### config.mk
export PLATFORM = sky130hd
export DESIGN_NAME = mem_prog_sequencer_flat
export DESIGN_NICKNAME = d
export VERILOG_FILES = /design/src/rtl/mem_prog_sequencer_if.sv /design/src/rtl/mem_prog_sequencer.sv /design/src/flat_wrapper.sv
export SDC_FILE = /design/constraint.sdc
export NUM_CORES = 1
export LEC_CHECK = 0
export CORE_AREA = 2 2 107 109
export DETAILED_ROUTE_END_ITERATION = 8
export DIE_AREA = 0 0 109 111
export PLACE_DENSITY_LB_ADDON = 0.1
export REMOVE_ABC_BUFFERS = 1
export SYNTH_ARGS = -nofsm -noshare
export SYNTH_HDL_FRONTEND = slang
export SYNTH_SLANG_ARGS = --single-unit
### constraint.sdc
create_clock -name clk -period 3 [get_ports clk]
set_input_delay 0.6 -clock clk [delete_from_list [all_inputs] [get_ports clk]]
set_output_delay 0.6 -clock clk [all_outputs]
set_load 0.05 [all_outputs]
### src/rtl/mem_prog_sequencer_if.sv
// mem_prog_sequencer_if: CPU, UART-programmer and memory-port signals of the program/run sequencer
interface mem_prog_sequencer_if #(
    parameter int ADDR_W = 14,
    parameter int DATA_W = 32
);
    logic              start_pg;
    logic              upg_rst_o;
    logic              upg_wen_i;
    logic [ADDR_W:0]   upg_adr_i;
    logic [DATA_W-1:0] upg_dat_i;
    logic              upg_done_i;
    logic              cpu_rstn_o;
    logic              cpu_req_i;
    logic              cpu_we_i;
    logic [ADDR_W-1:0] cpu_addr_i;
    logic [DATA_W-1:0] cpu_wdata_i;
    logic [DATA_W-1:0] cpu_rdata_o;
    logic              cpu_valid_o;
    logic              dmem_en_o;
    logic              dmem_we_o;
    logic [ADDR_W-1:0] dmem_addr_o;
    logic [DATA_W-1:0] dmem_wdata_o;
    logic [DATA_W-1:0] dmem_rdata_i;
    logic              imem_we_o;
    logic [ADDR_W-1:0] imem_addr_o;
    logic [DATA_W-1:0] imem_wdata_o;
    logic              prog_busy_o;
    logic [15:0]       prog_cnt_o;
    logic              prog_err_o;

    modport master (
        input  start_pg, upg_wen_i, upg_adr_i, upg_dat_i, upg_done_i,
               cpu_req_i, cpu_we_i, cpu_addr_i, cpu_wdata_i, dmem_rdata_i,
        output upg_rst_o, cpu_rstn_o, cpu_rdata_o, cpu_valid_o,
               dmem_en_o, dmem_we_o, dmem_addr_o, dmem_wdata_o,
               imem_we_o, imem_addr_o, imem_wdata_o,
               prog_busy_o, prog_cnt_o, prog_err_o
    );

    modport slave (
        output start_pg, upg_wen_i, upg_adr_i, upg_dat_i, upg_done_i,
               cpu_req_i, cpu_we_i, cpu_addr_i, cpu_wdata_i, dmem_rdata_i,
        input  upg_rst_o, cpu_rstn_o, cpu_rdata_o, cpu_valid_o,
               dmem_en_o, dmem_we_o, dmem_addr_o, dmem_wdata_o,
               imem_we_o, imem_addr_o, imem_wdata_o,
               prog_busy_o, prog_cnt_o, prog_err_o
    );
endinterface

### src/rtl/mem_prog_sequencer.sv
// mem_prog_sequencer: hands imem/dmem between the CPU core and the UART boot-programmer and sequences their resets.
// Optional feature: define PROG_WDT_EN to abort a stalled download after WDT_CYC idle cycles (sets sticky prog_err_o).
module mem_prog_sequencer #(
    parameter int ADDR_W      = 14,
    parameter int DATA_W      = 32,
    parameter int RESTART_CYC = 16,
    parameter int WDT_CYC     = 2**20
) (
    input  logic                 clk,
    input  logic                 rstn,
    mem_prog_sequencer_if.master bus
);
    typedef enum logic [1:0] {ST_RESTART, ST_RUN, ST_DRAIN, ST_PROG} state_t;
    localparam int RC_W = $clog2(RESTART_CYC);

    state_t          r_state;
    logic [RC_W-1:0] r_rst_cnt;
    logic            r_pg_d;
    logic            r_done_d;
    logic            r_valid;
    logic            r_rd;
    logic [15:0]     r_cnt;
    logic            w_run;
    logic            w_prog;
    logic            w_pg_edge;
    logic            w_done_edge;
    logic            w_cpu_acc;
    logic            w_upg_d;
    logic            w_upg_i;
    logic            w_wdt_exp;

    assign w_run       = r_state == ST_RUN;
    assign w_prog      = r_state == ST_PROG;
    assign w_pg_edge   = bus.start_pg & ~r_pg_d;
    assign w_done_edge = bus.upg_done_i & ~r_done_d;
    assign w_cpu_acc   = w_run & bus.cpu_req_i;
    assign w_upg_d     = w_prog & bus.upg_wen_i & bus.upg_adr_i[ADDR_W];
    assign w_upg_i     = w_prog & bus.upg_wen_i & ~bus.upg_adr_i[ADDR_W];

    // The dmem port is owned by the CPU in RUN and by the programmer in PROG; both paths are same-cycle.
    assign bus.dmem_en_o    = w_cpu_acc | w_upg_d;
    assign bus.dmem_we_o    = w_prog ? w_upg_d : w_cpu_acc & bus.cpu_we_i;
    assign bus.dmem_addr_o  = w_prog ? bus.upg_adr_i[ADDR_W-1:0] : bus.cpu_addr_i;
    assign bus.dmem_wdata_o = w_prog ? bus.upg_dat_i : bus.cpu_wdata_i;
    assign bus.imem_we_o    = w_upg_i;
    assign bus.imem_addr_o  = bus.upg_adr_i[ADDR_W-1:0];
    assign bus.imem_wdata_o = bus.upg_dat_i;

    // The CPU stays out of reset through DRAIN so its last request can complete.
    assign bus.cpu_rstn_o  = w_run | (r_state == ST_DRAIN);
    assign bus.upg_rst_o   = ~w_prog;
    assign bus.prog_busy_o = (r_state == ST_DRAIN) | w_prog;
    assign bus.cpu_valid_o = r_valid;
    assign bus.cpu_rdata_o = r_rd ? bus.dmem_rdata_i : {DATA_W{1'b0}};
    assign bus.prog_cnt_o  = r_cnt;

    // Mode FSM with restart timer, start_pg/done edge detectors, CPU response tracking and write counter.
    always_ff @(posedge clk or negedge rstn) begin
        if (!rstn) begin
            r_state   <= ST_RESTART;
            r_rst_cnt <= '0;
            r_pg_d    <= 1'b0;
            r_done_d  <= 1'b1;
            r_valid   <= 1'b0;
            r_rd      <= 1'b0;
            r_cnt     <= '0;
        end else begin
            r_pg_d  <= bus.start_pg;
            r_valid <= w_cpu_acc;
            r_rd    <= w_cpu_acc & ~bus.cpu_we_i;
            if ((w_upg_d | w_upg_i) && r_cnt != 16'hFFFF)
                r_cnt <= r_cnt + 16'd1;
            case (r_state)
                ST_RESTART: begin
                    r_rst_cnt <= r_rst_cnt + 1'b1;
                    if (r_rst_cnt == RC_W'(RESTART_CYC - 1)) begin
                        r_state   <= ST_RUN;
                        r_rst_cnt <= '0;
                    end
                end
                ST_RUN: if (w_pg_edge) r_state <= ST_DRAIN;
                ST_DRAIN: begin
                    r_state  <= ST_PROG;
                    r_cnt    <= '0;
                    r_done_d <= 1'b1;
                end
                ST_PROG: begin
                    r_done_d <= bus.upg_done_i;
                    if (w_done_edge | w_wdt_exp) r_state <= ST_RESTART;
                end
                default: r_state <= ST_RESTART;
            endcase
        end
    end

`ifdef PROG_WDT_EN
    localparam int WD_W = $clog2(WDT_CYC);
    logic [WD_W-1:0] r_idle;
    logic            r_armed;
    logic            r_err;

    assign w_wdt_exp      = w_prog & r_armed & ~bus.upg_wen_i & (r_idle == WD_W'(WDT_CYC - 1));
    assign bus.prog_err_o = r_err;

    // Idle watchdog: armed by the first write of a session, restarted by every write, cleared on DRAIN.
    always_ff @(posedge clk or negedge rstn) begin
        if (!rstn) begin
            r_idle  <= '0;
            r_armed <= 1'b0;
            r_err   <= 1'b0;
        end else if (r_state == ST_DRAIN) begin
            r_idle  <= '0;
            r_armed <= 1'b0;
            r_err   <= 1'b0;
        end else if (w_prog) begin
            if (bus.upg_wen_i) begin
                r_idle  <= '0;
                r_armed <= 1'b1;
            end else if (w_wdt_exp) begin
                r_idle  <= '0;
                r_armed <= 1'b0;
                r_err   <= 1'b1;
            end else if (r_armed) begin
                r_idle <= r_idle + 1'b1;
            end
        end
    end
`else
    localparam int unused_wdt_cyc = WDT_CYC;
    assign w_wdt_exp      = 1'b0;
    assign bus.prog_err_o = 1'b0;
`endif
endmodule

### src/flat_wrapper.sv
// flat-port wrapper written by rule: the top's interface ports become plain ports
module mem_prog_sequencer_flat 
#(
    parameter int ADDR_W      = 14,
    parameter int DATA_W      = 32,
    parameter int RESTART_CYC = 16,
    parameter int WDT_CYC     = 2**20
)
  (clk, rstn, bus_start_pg, bus_upg_wen_i, bus_upg_adr_i, bus_upg_dat_i, bus_upg_done_i, bus_cpu_req_i, bus_cpu_we_i, bus_cpu_addr_i, bus_cpu_wdata_i, bus_dmem_rdata_i, bus_upg_rst_o, bus_cpu_rstn_o, bus_cpu_rdata_o, bus_cpu_valid_o, bus_dmem_en_o, bus_dmem_we_o, bus_dmem_addr_o, bus_dmem_wdata_o, bus_imem_we_o, bus_imem_addr_o, bus_imem_wdata_o, bus_prog_busy_o, bus_prog_cnt_o, bus_prog_err_o);
  mem_prog_sequencer_if #(.ADDR_W(ADDR_W), .DATA_W(DATA_W)) bus_i ();
  input  logic clk;
  input  logic rstn;
  input wire logic [$bits(bus_i.start_pg)-1:0] bus_start_pg;
  input wire logic [$bits(bus_i.upg_wen_i)-1:0] bus_upg_wen_i;
  input wire logic [$bits(bus_i.upg_adr_i)-1:0] bus_upg_adr_i;
  input wire logic [$bits(bus_i.upg_dat_i)-1:0] bus_upg_dat_i;
  input wire logic [$bits(bus_i.upg_done_i)-1:0] bus_upg_done_i;
  input wire logic [$bits(bus_i.cpu_req_i)-1:0] bus_cpu_req_i;
  input wire logic [$bits(bus_i.cpu_we_i)-1:0] bus_cpu_we_i;
  input wire logic [$bits(bus_i.cpu_addr_i)-1:0] bus_cpu_addr_i;
  input wire logic [$bits(bus_i.cpu_wdata_i)-1:0] bus_cpu_wdata_i;
  input wire logic [$bits(bus_i.dmem_rdata_i)-1:0] bus_dmem_rdata_i;
  output wire logic [$bits(bus_i.upg_rst_o)-1:0] bus_upg_rst_o;
  output wire logic [$bits(bus_i.cpu_rstn_o)-1:0] bus_cpu_rstn_o;
  output wire logic [$bits(bus_i.cpu_rdata_o)-1:0] bus_cpu_rdata_o;
  output wire logic [$bits(bus_i.cpu_valid_o)-1:0] bus_cpu_valid_o;
  output wire logic [$bits(bus_i.dmem_en_o)-1:0] bus_dmem_en_o;
  output wire logic [$bits(bus_i.dmem_we_o)-1:0] bus_dmem_we_o;
  output wire logic [$bits(bus_i.dmem_addr_o)-1:0] bus_dmem_addr_o;
  output wire logic [$bits(bus_i.dmem_wdata_o)-1:0] bus_dmem_wdata_o;
  output wire logic [$bits(bus_i.imem_we_o)-1:0] bus_imem_we_o;
  output wire logic [$bits(bus_i.imem_addr_o)-1:0] bus_imem_addr_o;
  output wire logic [$bits(bus_i.imem_wdata_o)-1:0] bus_imem_wdata_o;
  output wire logic [$bits(bus_i.prog_busy_o)-1:0] bus_prog_busy_o;
  output wire logic [$bits(bus_i.prog_cnt_o)-1:0] bus_prog_cnt_o;
  output wire logic [$bits(bus_i.prog_err_o)-1:0] bus_prog_err_o;
  assign bus_i.start_pg = bus_start_pg;
  assign bus_i.upg_wen_i = bus_upg_wen_i;
  assign bus_i.upg_adr_i = bus_upg_adr_i;
  assign bus_i.upg_dat_i = bus_upg_dat_i;
  assign bus_i.upg_done_i = bus_upg_done_i;
  assign bus_i.cpu_req_i = bus_cpu_req_i;
  assign bus_i.cpu_we_i = bus_cpu_we_i;
  assign bus_i.cpu_addr_i = bus_cpu_addr_i;
  assign bus_i.cpu_wdata_i = bus_cpu_wdata_i;
  assign bus_i.dmem_rdata_i = bus_dmem_rdata_i;
  assign bus_upg_rst_o = bus_i.upg_rst_o;
  assign bus_cpu_rstn_o = bus_i.cpu_rstn_o;
  assign bus_cpu_rdata_o = bus_i.cpu_rdata_o;
  assign bus_cpu_valid_o = bus_i.cpu_valid_o;
  assign bus_dmem_en_o = bus_i.dmem_en_o;
  assign bus_dmem_we_o = bus_i.dmem_we_o;
  assign bus_dmem_addr_o = bus_i.dmem_addr_o;
  assign bus_dmem_wdata_o = bus_i.dmem_wdata_o;
  assign bus_imem_we_o = bus_i.imem_we_o;
  assign bus_imem_addr_o = bus_i.imem_addr_o;
  assign bus_imem_wdata_o = bus_i.imem_wdata_o;
  assign bus_prog_busy_o = bus_i.prog_busy_o;
  assign bus_prog_cnt_o = bus_i.prog_cnt_o;
  assign bus_prog_err_o = bus_i.prog_err_o;
  mem_prog_sequencer #(.ADDR_W(ADDR_W), .DATA_W(DATA_W), .RESTART_CYC(RESTART_CYC), .WDT_CYC(WDT_CYC)) u_core (.clk(clk), .rstn(rstn), .bus(bus_i));
endmodule
==> flow_summary.json, run 1 <==
{
  "cts_tree": "built",
  "fin_ws_ns": 0.272,
  "clockBufferDepth": 2,
  "grt_max_degree": 30,
  "period_share_pct": 90.9,
  "grt_pass1_vias": 2945,
  "routed_wl_um": 14200,
  "die_w_um": 109,
  "fin_worst_skew_ns": 0.00421,
  "dr_wl_met3_um": 1710,
  "min_from": "u_core.r_rst_cnt[3]$_DFFE_PN0P_",
  "cts-root-buf": "clkbuf_16",
  "htreeDepth": 1,
  "crit_fanout": 28,
  "num_vias": 2973,
  "syn-cell-area_um2": 2530,
  "clk_pin_slew_worst_paths_ns": 0.06,
  "ir_drop_mv": 0.368,
  "ff2ff_setup_slack_ns": 0.73,
  "post-cts-setup-buffers": 0,
  "async_flop_share_pct": 100,
  "hold_viol_final": 0,
  "cts_resized": 0,
  "numClockSinks": 26,
  "synth_area_leaders": "dfrtp_1 25%, mux2_2 22%, buf_4 14%, and2_1 7.9%, ha_1 3.0%",
  "vias_per_cell": 4.55,
  "io-pin-count": 280,
  "yosys_warnings": 0,
  "met1Wirelength_um": 6330,
  "nNetsFinal": 649,
  "wl_per_cell_um": 21.7,
  "max_cap_viol_count": 0,
  "ant_nets": 0,
  "start_util_pct": 22.8,
  "hp-class": "register to register",
  "min_to": "u_core.r_rst_cnt[3]$_DFFE_PN0P_",
  "worstHoldPathCells": 1,
  "max_slew_margin_pct": 53.3,
  "cp.arrival_ns": 2.13,
  "rsz0062_at_grt": "no",
  "finalCriticalPeriod_ns": 2.73,
  "dp_slack_ns": 0.314,
  "die_area_um2": 12100,
  "yosys.area.top_type": "dfrtp_1",
  "critPathCaptureType": "output pin",
  "worst_r2r_path_depth": 5,
  "routabilityCongestion": 0.900,
  "max_freq_mhz": 367,
  "core_area_um2": 11100,
  "io_buffer_count": 278,
  "startpoint_type": "register",
  "powerDensity_nw_per_um2": 617,
  "dominantRegCellSynth": "dfrtp_1",
  "postCtsHoldBufs": 0,
  "cts_made_buffers": 3,
  "overflow": 0,
  "dp_hpwl_um": 12300,
  "synth-seq-cells": 26,
  "setup.worst_path.class": "register to output pin",
  "postSynthCellCount": 284,
  "crit-reg2reg-launch": "u_core.r_state[0]$_DFFE_PN0P_",
  "wl_met2_um": 5910,
  "outcome": "finished clean",
  "worstMarginPinSlew_ns": 0.701,
  "drive_gt1_share_pct": 25.5,
  "dr.pass1.iters": 4,
  "drc_errors": 0,
  "clock_latency_ns": 0.26,
  "grt_usage_pct": 22.5,
  "top_layer_used": "met5",
  "die_h_um": 111,
  "crit_required_ns": 2.40,
  "rows": 39,
  "avgSynthCellArea_um2": 8.89,
  "yosysTopAreaCellShare_pct": 24.8,
  "drt_iter0_markers": 110,
  "leakagePower_uw": 0.00205,
  "report.final.slew_viol_count": 0,
  "area.growth.synth_to_final_pct": 101,
  "synth_edf_count": 0,
  "setup_viol": 0,
  "timing.rr.end": "u_core.bus.prog_cnt_o[15]$_DFFE_PN0P_",
  "fin_util_pct": 45.8,
  "grt_first_pass_wirelength_um": 19400,
  "synth_cell_type_count": 33,
  "yosysSeqAreaShare_pct": 25.8,
  "antenna_found_initial": 6
}
-- final cells by class --
type	count	area, um2
antenna	1	2.50
clock buffer	4	78.8
fill	1089	6000
inverter	6	22.5
multi-input combinational	188	1430
sequential	26	652
tap	143	179
timing repair buffer	286	2710
-- state kept, by name, summed over array words and instances (netlist names) --
name	flops
u_core.r_rd	1
u_core.bus.prog_cnt_o	16
u_core.r_pg_d	1
u_core.r_rst_cnt	4
u_core.bus.cpu_valid_o	1
u_core.r_state	2
u_core.r_done_d	1
-- synth_stat cells, types with 2 or more instances --
cell type / instances
buf_4: 47
or2_2: 2
nand3_1: 10
a21oi_1: 14
clkbuf_1: 12
o31ai_1: 10
or4_1: 10
nand2b_1: 2
inv_1: 6
nor4b_1: 2
ha_1: 6
nand2_1: 12
dfrtp_1: 25
mux2_2: 49
buf_2: 4
nand4_1: 6
or3_1: 4
and2_1: 32
nor2b_1: 2
nor2_1: 7
o21ai_0: 10
-- kinds of logic after synthesis --
group | after synthesis | share of synthesized area [%]
multiplexers | 50 | 22.2
AO/OA/AOI/OAI | 36 | 8.47
XOR/XNOR | 1 | 0.347
other | 1 | 0.148
adder cells (fa/ha/maj) | 6 | 2.97
AND/OR/NAND/NOR | 94 | 22.4
flip-flops | 26 | 25.8
buffers and inverters | 70 | 17.6
-- worst max-delay path: stages, from the launching register on --
cell and delay, ns:
dfrtp_1 0.79, and2_1 0.24, clkdlybuf4s50_1 0.83
-- report_power, final --
group,leakage (uW),switching (uW),internal [uW]
Sequential,0.000345,68.9,419
Clock,0.0000382,123,182
Combinational,0.00166,1480,857
Total,0.00205,1670,1460
-- cells in the final DEF, fill, tap and decap left out, drive strengths merged --
cell type,instances
nor2b,2
nor4,2
o22a,1
clkbuf,4
xnor2,1
ha,6
inv,6
or3,4
and2,32
o31ai,10
nand2,12
dfstp,1
clkdlybuf4s50,214
nand4,6
or4,10
or3b,1
conb,1
nand2b,2
nor2,7
mux2i,1
mux2,49
o21ai,10
nor4b,2
and4,1
diode,1
nand3,10
a222oi,1
or2,2
buf,72
and3,1
dfrtp,25
a21oi,14
-- worst max path at each step --
stage                                              from                                    end  cells past startpoint
after global placement                    bus_upg_wen_i  u_core.bus.prog_cnt_o[15]$_DFFE_PN0P_                      5
after CTS                         u_core.r_rd$_DFF_PN0_                    bus_cpu_rdata_o[29]                      2
after floorplan           u_core.r_state[0]$_DFFE_PN0P_  u_core.bus.prog_cnt_o[15]$_DFFE_PN0P_                      5
final                             u_core.r_rd$_DFF_PN0_                    bus_cpu_rdata_o[29]                      2
after global routing              u_core.r_rd$_DFF_PN0_                    bus_cpu_rdata_o[29]                      2
after detailed placement                  bus_upg_wen_i  u_core.bus.prog_cnt_o[15]$_DFFE_PN0P_                      5
-- per-stage QoR --
step	cell area (um2)	instances	power [uW]	setup TNS, ns	hold WS [ns]
finish	5070	654	3130	0	0.508
global route	5070	653	3270	0	0.535
CTS	5070	653	3160	0	0.503
detailed placement	4990	649	2840	0	0.492
global placement	4990	649	2830	0	0.472
floorplan	2100	220	1890	-4.73	0.304
-- layer usage --
layer	global-route usage, %	vias up
met3	9.11	24
li1	-	1404
met1	31.6	1356
met4	3.25	12
met2	32.9	177
met5	0	-
Note: power is estimated with default switching activity, not from simulation.
==> inputs of run 2 (changes only) <==
Settings changed: CTS_CLUSTER_SIZE set to 10.
==> results of run 2 <==
The final DEF is identical to that of run 1; final timing and power are the same.
